$ cat src/rtl/if_fetch_pkg.sv
// Shared constants for the fetch stage: reset PC, redirect codes and the
// fetch state encoding. Decode imports the same redirect codes.
package if_fetch_pkg;

  localparam logic [31:0] RESET_PC_DEF = 32'h0000_3000;

  typedef enum logic [2:0] {
    J_NONE = 3'd0,
    J_BEQ  = 3'd1,
    J_JAL  = 3'd2,
    J_JR   = 3'd3,
    J_BNE  = 3'd4
  } j_code_e;

  typedef enum logic {
    FETCH = 1'b0,
    FULL  = 1'b1
  } fetch_state_e;

  function automatic logic [31:0] seq_pc(input logic [31:0] pc);
    return pc + 32'd4;
  endfunction

endpackage

$ cat src/rtl/if_redirect_reg.sv
// Remembers a redirect that arrived before its delay slot was delivered,
// and selects the PC that follows each delivered instruction.
module if_redirect_reg
  import if_fetch_pkg::*;
(
  input  logic        clk,
  input  logic        rst,
  input  logic        deliver_i,
  input  logic [2:0]  j_i,
  input  logic [31:0] target_i,
  input  logic [31:0] pc_i,
  output logic [31:0] pc_next_o
);

  logic        redir_vld_q, redir_vld_d;
  logic [31:0] redir_pc_q, redir_pc_d;
  logic        jump;

  assign jump = (j_i != J_NONE);

  // NOTE: every signal written here gets a default first, so no path leaves
  // it unassigned and no latch is inferred.
  always_comb begin
    redir_vld_d = redir_vld_q;
    redir_pc_d  = redir_pc_q;
    pc_next_o   = seq_pc(pc_i);
    if (deliver_i) begin
      redir_vld_d = 1'b0;
      if (jump) begin
        pc_next_o = target_i;
      end else if (redir_vld_q) begin
        pc_next_o = redir_pc_q;
      end
    end else if (jump) begin
      // Delay slot not yet delivered: park the target until it is.
      redir_vld_d = 1'b1;
      redir_pc_d  = target_i;
    end
  end

  // NOTE: state registers use non-blocking assignments so every flop samples
  // pre-edge values regardless of process evaluation order.
  always_ff @(posedge clk or negedge rst) begin
    if (!rst) begin
      redir_vld_q <= 1'b0;
      redir_pc_q  <= '0;
    end else begin
      redir_vld_q <= redir_vld_d;
      redir_pc_q  <= redir_pc_d;
    end
  end

endmodule

$ cat src/rtl/if_fetch.sv
// Instruction-fetch stage: owns the PC, runs a single-outstanding imem
// request, and loads the IF/ID register (bubble when nothing is ready).
module if_fetch
  import if_fetch_pkg::*;
#(
  parameter logic [31:0] RESET_PC = RESET_PC_DEF
) (
  input  logic        clk,
  input  logic        rst,
  input  logic        stall,
  input  logic [2:0]  ID_j_IF,
  input  logic [31:0] ID_pc_IF,
  output logic        IF_imem_req,
  output logic [31:0] IF_imem_addr,
  input  logic        imem_rvalid,
  input  logic [31:0] imem_rdata,
  output logic [31:0] IF_instr_ID,
  output logic [31:0] IF_pc_ID,
  output logic        IF_busy
);

  fetch_state_e state_q, state_d;
  logic [31:0]  pc_q, pc_d;
  logic [31:0]  buf_q, buf_d;
  logic [31:0]  instr_q, instr_d;
  logic [31:0]  pc_id_q, pc_id_d;
  logic [31:0]  pc_next;
  logic [31:0]  word;
  logic         avail;
  logic         deliver;

  // Gated by rst so the request is low for the whole reset, not just after.
  assign IF_imem_req  = rst && (state_q == FETCH);
  assign IF_imem_addr = pc_q;
  assign IF_busy      = IF_imem_req;
  assign IF_instr_ID  = instr_q;
  assign IF_pc_ID     = pc_id_q;

  assign avail   = ((state_q == FETCH) && imem_rvalid) || (state_q == FULL);
  assign word    = (state_q == FULL) ? buf_q : imem_rdata;
  assign deliver = avail && !stall;

  if_redirect_reg u_redirect (
    .clk       (clk),
    .rst       (rst),
    .deliver_i (deliver),
    .j_i       (ID_j_IF),
    .target_i  (ID_pc_IF),
    .pc_i      (pc_q),
    .pc_next_o (pc_next)
  );

  always_comb begin
    state_d = state_q;
    pc_d    = pc_q;
    buf_d   = buf_q;
    instr_d = instr_q;
    pc_id_d = pc_id_q;

    if (!stall) begin
      instr_d = avail ? word : '0;
      pc_id_d = avail ? pc_q : '0;
    end
    if (deliver) begin
      pc_d = pc_next;
    end

    // rvalid in FULL is a protocol error and falls through untouched.
    case (state_q)
      FETCH: if (imem_rvalid && stall) begin
        state_d = FULL;
        buf_d   = imem_rdata;
      end
      FULL: if (!stall) begin
        state_d = FETCH;
      end
    endcase
  end

  // NOTE: the one-word buffer is reset with everything else; it is a single
  // register, not a memory, so the reset costs nothing and keeps sim X-free.
  always_ff @(posedge clk or negedge rst) begin
    if (!rst) begin
      state_q <= FETCH;
      pc_q    <= RESET_PC;
      buf_q   <= '0;
      instr_q <= '0;
      pc_id_q <= '0;
    end else begin
      state_q <= state_d;
      pc_q    <= pc_d;
      buf_q   <= buf_d;
      instr_q <= instr_d;
      pc_id_q <= pc_id_d;
    end
  end

endmodule

$ cat config.mk
export PLATFORM = sky130hd
export DESIGN_NAME = if_fetch
export DESIGN_NICKNAME = d
export VERILOG_FILES = /design/src/rtl/if_fetch_pkg.sv /design/src/rtl/if_redirect_reg.sv /design/src/rtl/if_fetch.sv
export SDC_FILE = /design/constraint.sdc
export NUM_CORES = 1
export LEC_CHECK = 0
export BUFFER_PORTS_ARGS = -buffer_cell sky130_fd_sc_hd__buf_2
export CAP_MARGIN = 25
export CORE_MARGIN = 5
export CORE_UTILIZATION = 30
export DETAILED_ROUTE_END_ITERATION = 7
export GPL_TIMING_DRIVEN = 0
export PLACE_DENSITY_LB_ADDON = 0.05
export SLEW_MARGIN = 20
export SYNTH_ARGS = -nofsm -noshare
export SYNTH_HDL_FRONTEND = slang
export SYNTH_HIERARCHICAL = 1
export SYNTH_SLANG_ARGS = --single-unit
$ cat constraint.sdc
create_clock -name clk -period 2.6 [get_ports clk]
set_input_delay 0.78 -clock clk [delete_from_list [all_inputs] [get_ports clk]]
set_output_delay 0.78 -clock clk [all_outputs]
set_load 0.05 [all_outputs]
==> out/metrics.yaml <==
outcome:
  status: "completed"
floorplanning:
  die_area_mm2: 0.0304
  num_rows: 60
  core_region_area_mm2: 0.0267
  die_h_um: 174
  ios: 169
  die_width_um: 174
  initial_core_util: 0.303
global_routing:
  grt_pass1_vias: 6909
  antenna_found_initial: 0
  grt_util_met1: 0.227
  use_met3: 0.0381
  grt_use_met2: 0.287
  grt.total_usage: 0.172
  grt_start_max_net_pins: 61
  grt_pass1_wl_um: 41100
  busiest_layer: "met2"
  overflow: 0
detailed_routing:
  firstDrtPassIters: 5
  viasPerCell: 4.94
  postRouteAntennaNets: 0
  drtIter0Drc: 356
  drc: 0
  vias: 6539
  finalWirelength_um: 26200
  wl_per_cell_um: 19.8
critical_path:
  crit_type: "flop to flop"
  reg2reg_from: "IF_imem_addr[2]"
  startpoint_type: "flop"
  path_max_fanout: 9
  r2r_slack_ns: 0.11
  endpoint_kind: "flop"
  r2r_cells: 7
  r2r-end: "IF_imem_addr[30]"
  required_ns: 2.91
  arrival_ns: 2.80
logic_synthesis:
  synthArstFlopShare: 1.00
  synthDistinctLibCells: 44
  synth_area_mm2: 0.00810
  ys.warnings.count: 6
  ys_seq_area_frac: 0.501
  synth-xor-area-share: 0.0141
  ys_seq_elements: 162
  avgSynthCellArea_um2: 10.5
  synth-simple-area-share: 0.169
  synth_edf_count: 0
  synth_compound_area_frac: 0.128
  synthAdderAreaFrac: 0.00155
  synth_top_family_by_area: "simple AND/OR/NAND/NOR gates"
  synth_flop_cell: "dfrtp_1"
  syn_nets: 846
  syn-instance-count: 774
  synthMuxAreaShare: 0.149
final_layout:
  stdcell_area_mm2: 0.0102
  final_nets: 1043
  drive_gt1_frac: 0.362
  fin_util: 0.383
  syn2layout_area_growth_pct: 26.4
  antenna_cells: 0
clocking:
  cts_root_buf: "clkbuf_16"
  insertion_delay_ns: 0.43
  cts_tree: "done"
  numCtsBuffers: 17
  clk_pin_slew_ns: 0.07
  h-tree-depth: 4
  clock-sinks: 162
  max-clock-path-buffers: 2
sta:
  timing.fmax_ghz: 0.401
  fin_skew_ns: 0.0147
  relSlewSlack: 0.553
  period_needed_ns: 2.49
  finalCritPeriodShare: 0.959
  slew_violations: 0
  finalSetupViolCount: 0
  worst_pin_slew_ns: 0.666
  finalHoldViolCount: 0
pwr:
  p_total_mw: 9.85
  vdd_ir_drop_max_v: 0.000535
  power.density_mw_per_mm2: 962
  total_leakage_power_nw: 4.55
placement:
  place_congestion: 0.783
  dp_hpwl_um: 18500
  portBuffers: 168
  placed_cell_area_mm2: 0.00945
job:
  max-cap-violations: 0
worst_hold_path:
  hp-class: "input pin to asynchronous set/reset pin"
-- where the power goes --
part | total [mW] | internal, mW | switching [mW] | leakage, nW
combinational | 3.56 | 1.13 | 2.43 | 2.36
sequential | 3.74 | 3.09 | 0.658 | 1.91
clock | 2.54 | 1.38 | 1.16 | 0.281
-- worst max-delay path: stages (launching register included) --
cell	delay, ns
dfrtp_2	0.48
ha_2	0.32
nand3_1	0.12
or4_1	0.42
buf_2	0.19
o311a_1	0.30
a221o_1	0.27
mux2_2	0.26
-- cell usage after synthesis, drive strengths merged (2+ instances only) --
cell	number	area, um^2
dfrtp	160	4000
mux2	96	1190
nand2	90	338
a21oi	76	380
o21ai	75	375
clkbuf	38	143
nor2b	34	213
nand3b	33	260
buf	23	146
and3	18	113
nand3	16	80.1
or3	14	87.6
nor2	11	41.3
a211oi	10	75.1
nor3	9	45.0
a31oi	8	50.1
nand4	7	58.8
xnor2	7	61.3
nor4	6	37.5
xor2	6	52.6
and4	5	43.8
or4	5	37.5
a311oi	4	35.0
inv	4	15.0
o211ai	3	22.5
and2	2	12.5
dfstp	2	52.6
o31a	2	17.5
-- what timing repair did --
item / in CTS / in global routing
endpoints found under the setup margin: 64 / 31
hold buffers: 0 / 0
pin swaps: 1 / 2
hold endpoints to repair: 0 / 0
buffers inserted: 1 / 4
cloned: 2 / 1
resized for setup: 15 / 14
-- area by class of cell --
type | count | area, um^2
Fill cell | 2750 | 16500
Clock inverter | 13 | 140
Multi-Input combinational cell | 547 | 3780
Tap cell | 341 | 427
Sequential cell | 162 | 4060
Timing Repair Buffer | 180 | 1060
Inverter | 4 | 18.8
Clock buffer | 19 | 443
Buffer | 59 | 300
-- how the worst max path moves through the flow --
stage,slack [ns],cells past startpoint,endpoint,from
5_1_grt,-0.003,6,IF_imem_addr[30],IF_imem_addr[9]
3_3_place_gp,-2.99,4,IF_imem_req,rst
2_1_floorplan,0.02,9,IF_imem_addr[2],stall
4_1_cts,0.001,10,IF_imem_addr[17],state_q
6_report,0.11,7,IF_imem_addr[30],IF_imem_addr[2]
3_5_place_dp,-1.32,10,IF_imem_addr[23],stall
-- stage by stage --
| stage | hold WS (ns) | setup TNS (ns) | instances | worst slack, ns |
|---|---|---|---|---|
| 2_1_floorplan | 0.473 | 0 | 774 | 0.0194 |
| 3_3_place_gp | 0.464 | -410.48 | 1283 | -2.99 |
| 3_5_place_dp | 0.467 | -51.58 | 1287 | -1.32 |
| 4_1_cts | 0.184 | 0 | 1320 | 0.00120 |
| 5_1_grt | 0.150 | -0.00305 | 1325 | -0.00305 |
| 6_report | 0.182 | 0 | 1325 | 0.107 |
-- logic make-up (layout without fill, tap and decap cells) --
logic type,Yosys count,count (layout)
compound gates,186,186
xor+xnor,13,13
fa+ha+maj,1,1
buf+inv,65,275
flops,162,162
mux,97,97
simple gates,250,250
-- registers in the layout, indices dropped and copies added, names as in the netlist --
signal and count:
IF_imem_addr 32, IF_instr_ID 32, IF_pc_ID 32, buf_q 32, u_redirect/redir_pc_q 32, state_q 1, u_redirect/redir_vld_q 1
-- cell usage in the layout (no fill, tap or decap), types with 3 or more instances in the layout --
cell type and n:
nand4_1 6, a21oi_1 76, inv_1 3, nor2b_1 33
a311oi_1 4, nand3_1 16, o211ai_1 3, nor3_1 8
a31oi_1 8, clkbuf_1 30, dfrtp_2 6, clkbuf_2 4
mux2_4 30, and3_1 18, or4_1 5, o21ai_0 73
xnor2_1 7, nand3b_1 32, clkbuf_16 18, and4_1 5
xor2_1 6, inv_6 4, clkinvlp_4 3, clkbuf_4 6
buf_16 3, nor4_1 5, buf_6 3, a211oi_1 10
dfrtp_1 154, clkinv_4 3, nand2_1 90, buf_4 10
inv_8 3, buf_2 181, mux2_2 66, or3_1 14
nor2_1 11
-- layer usage --
| metal | vias to the layer above | wire length (um) |
|---|---|---|
| met5 | - | 0 |
| met4 | 0 | 376 |
| met3 | 15 | 947 |
| met2 | 138 | 12600 |
| met1 | 3222 | 12300 |
| li1 | 3164 | - |
Note: power is estimated with default switching activity, not from simulation.
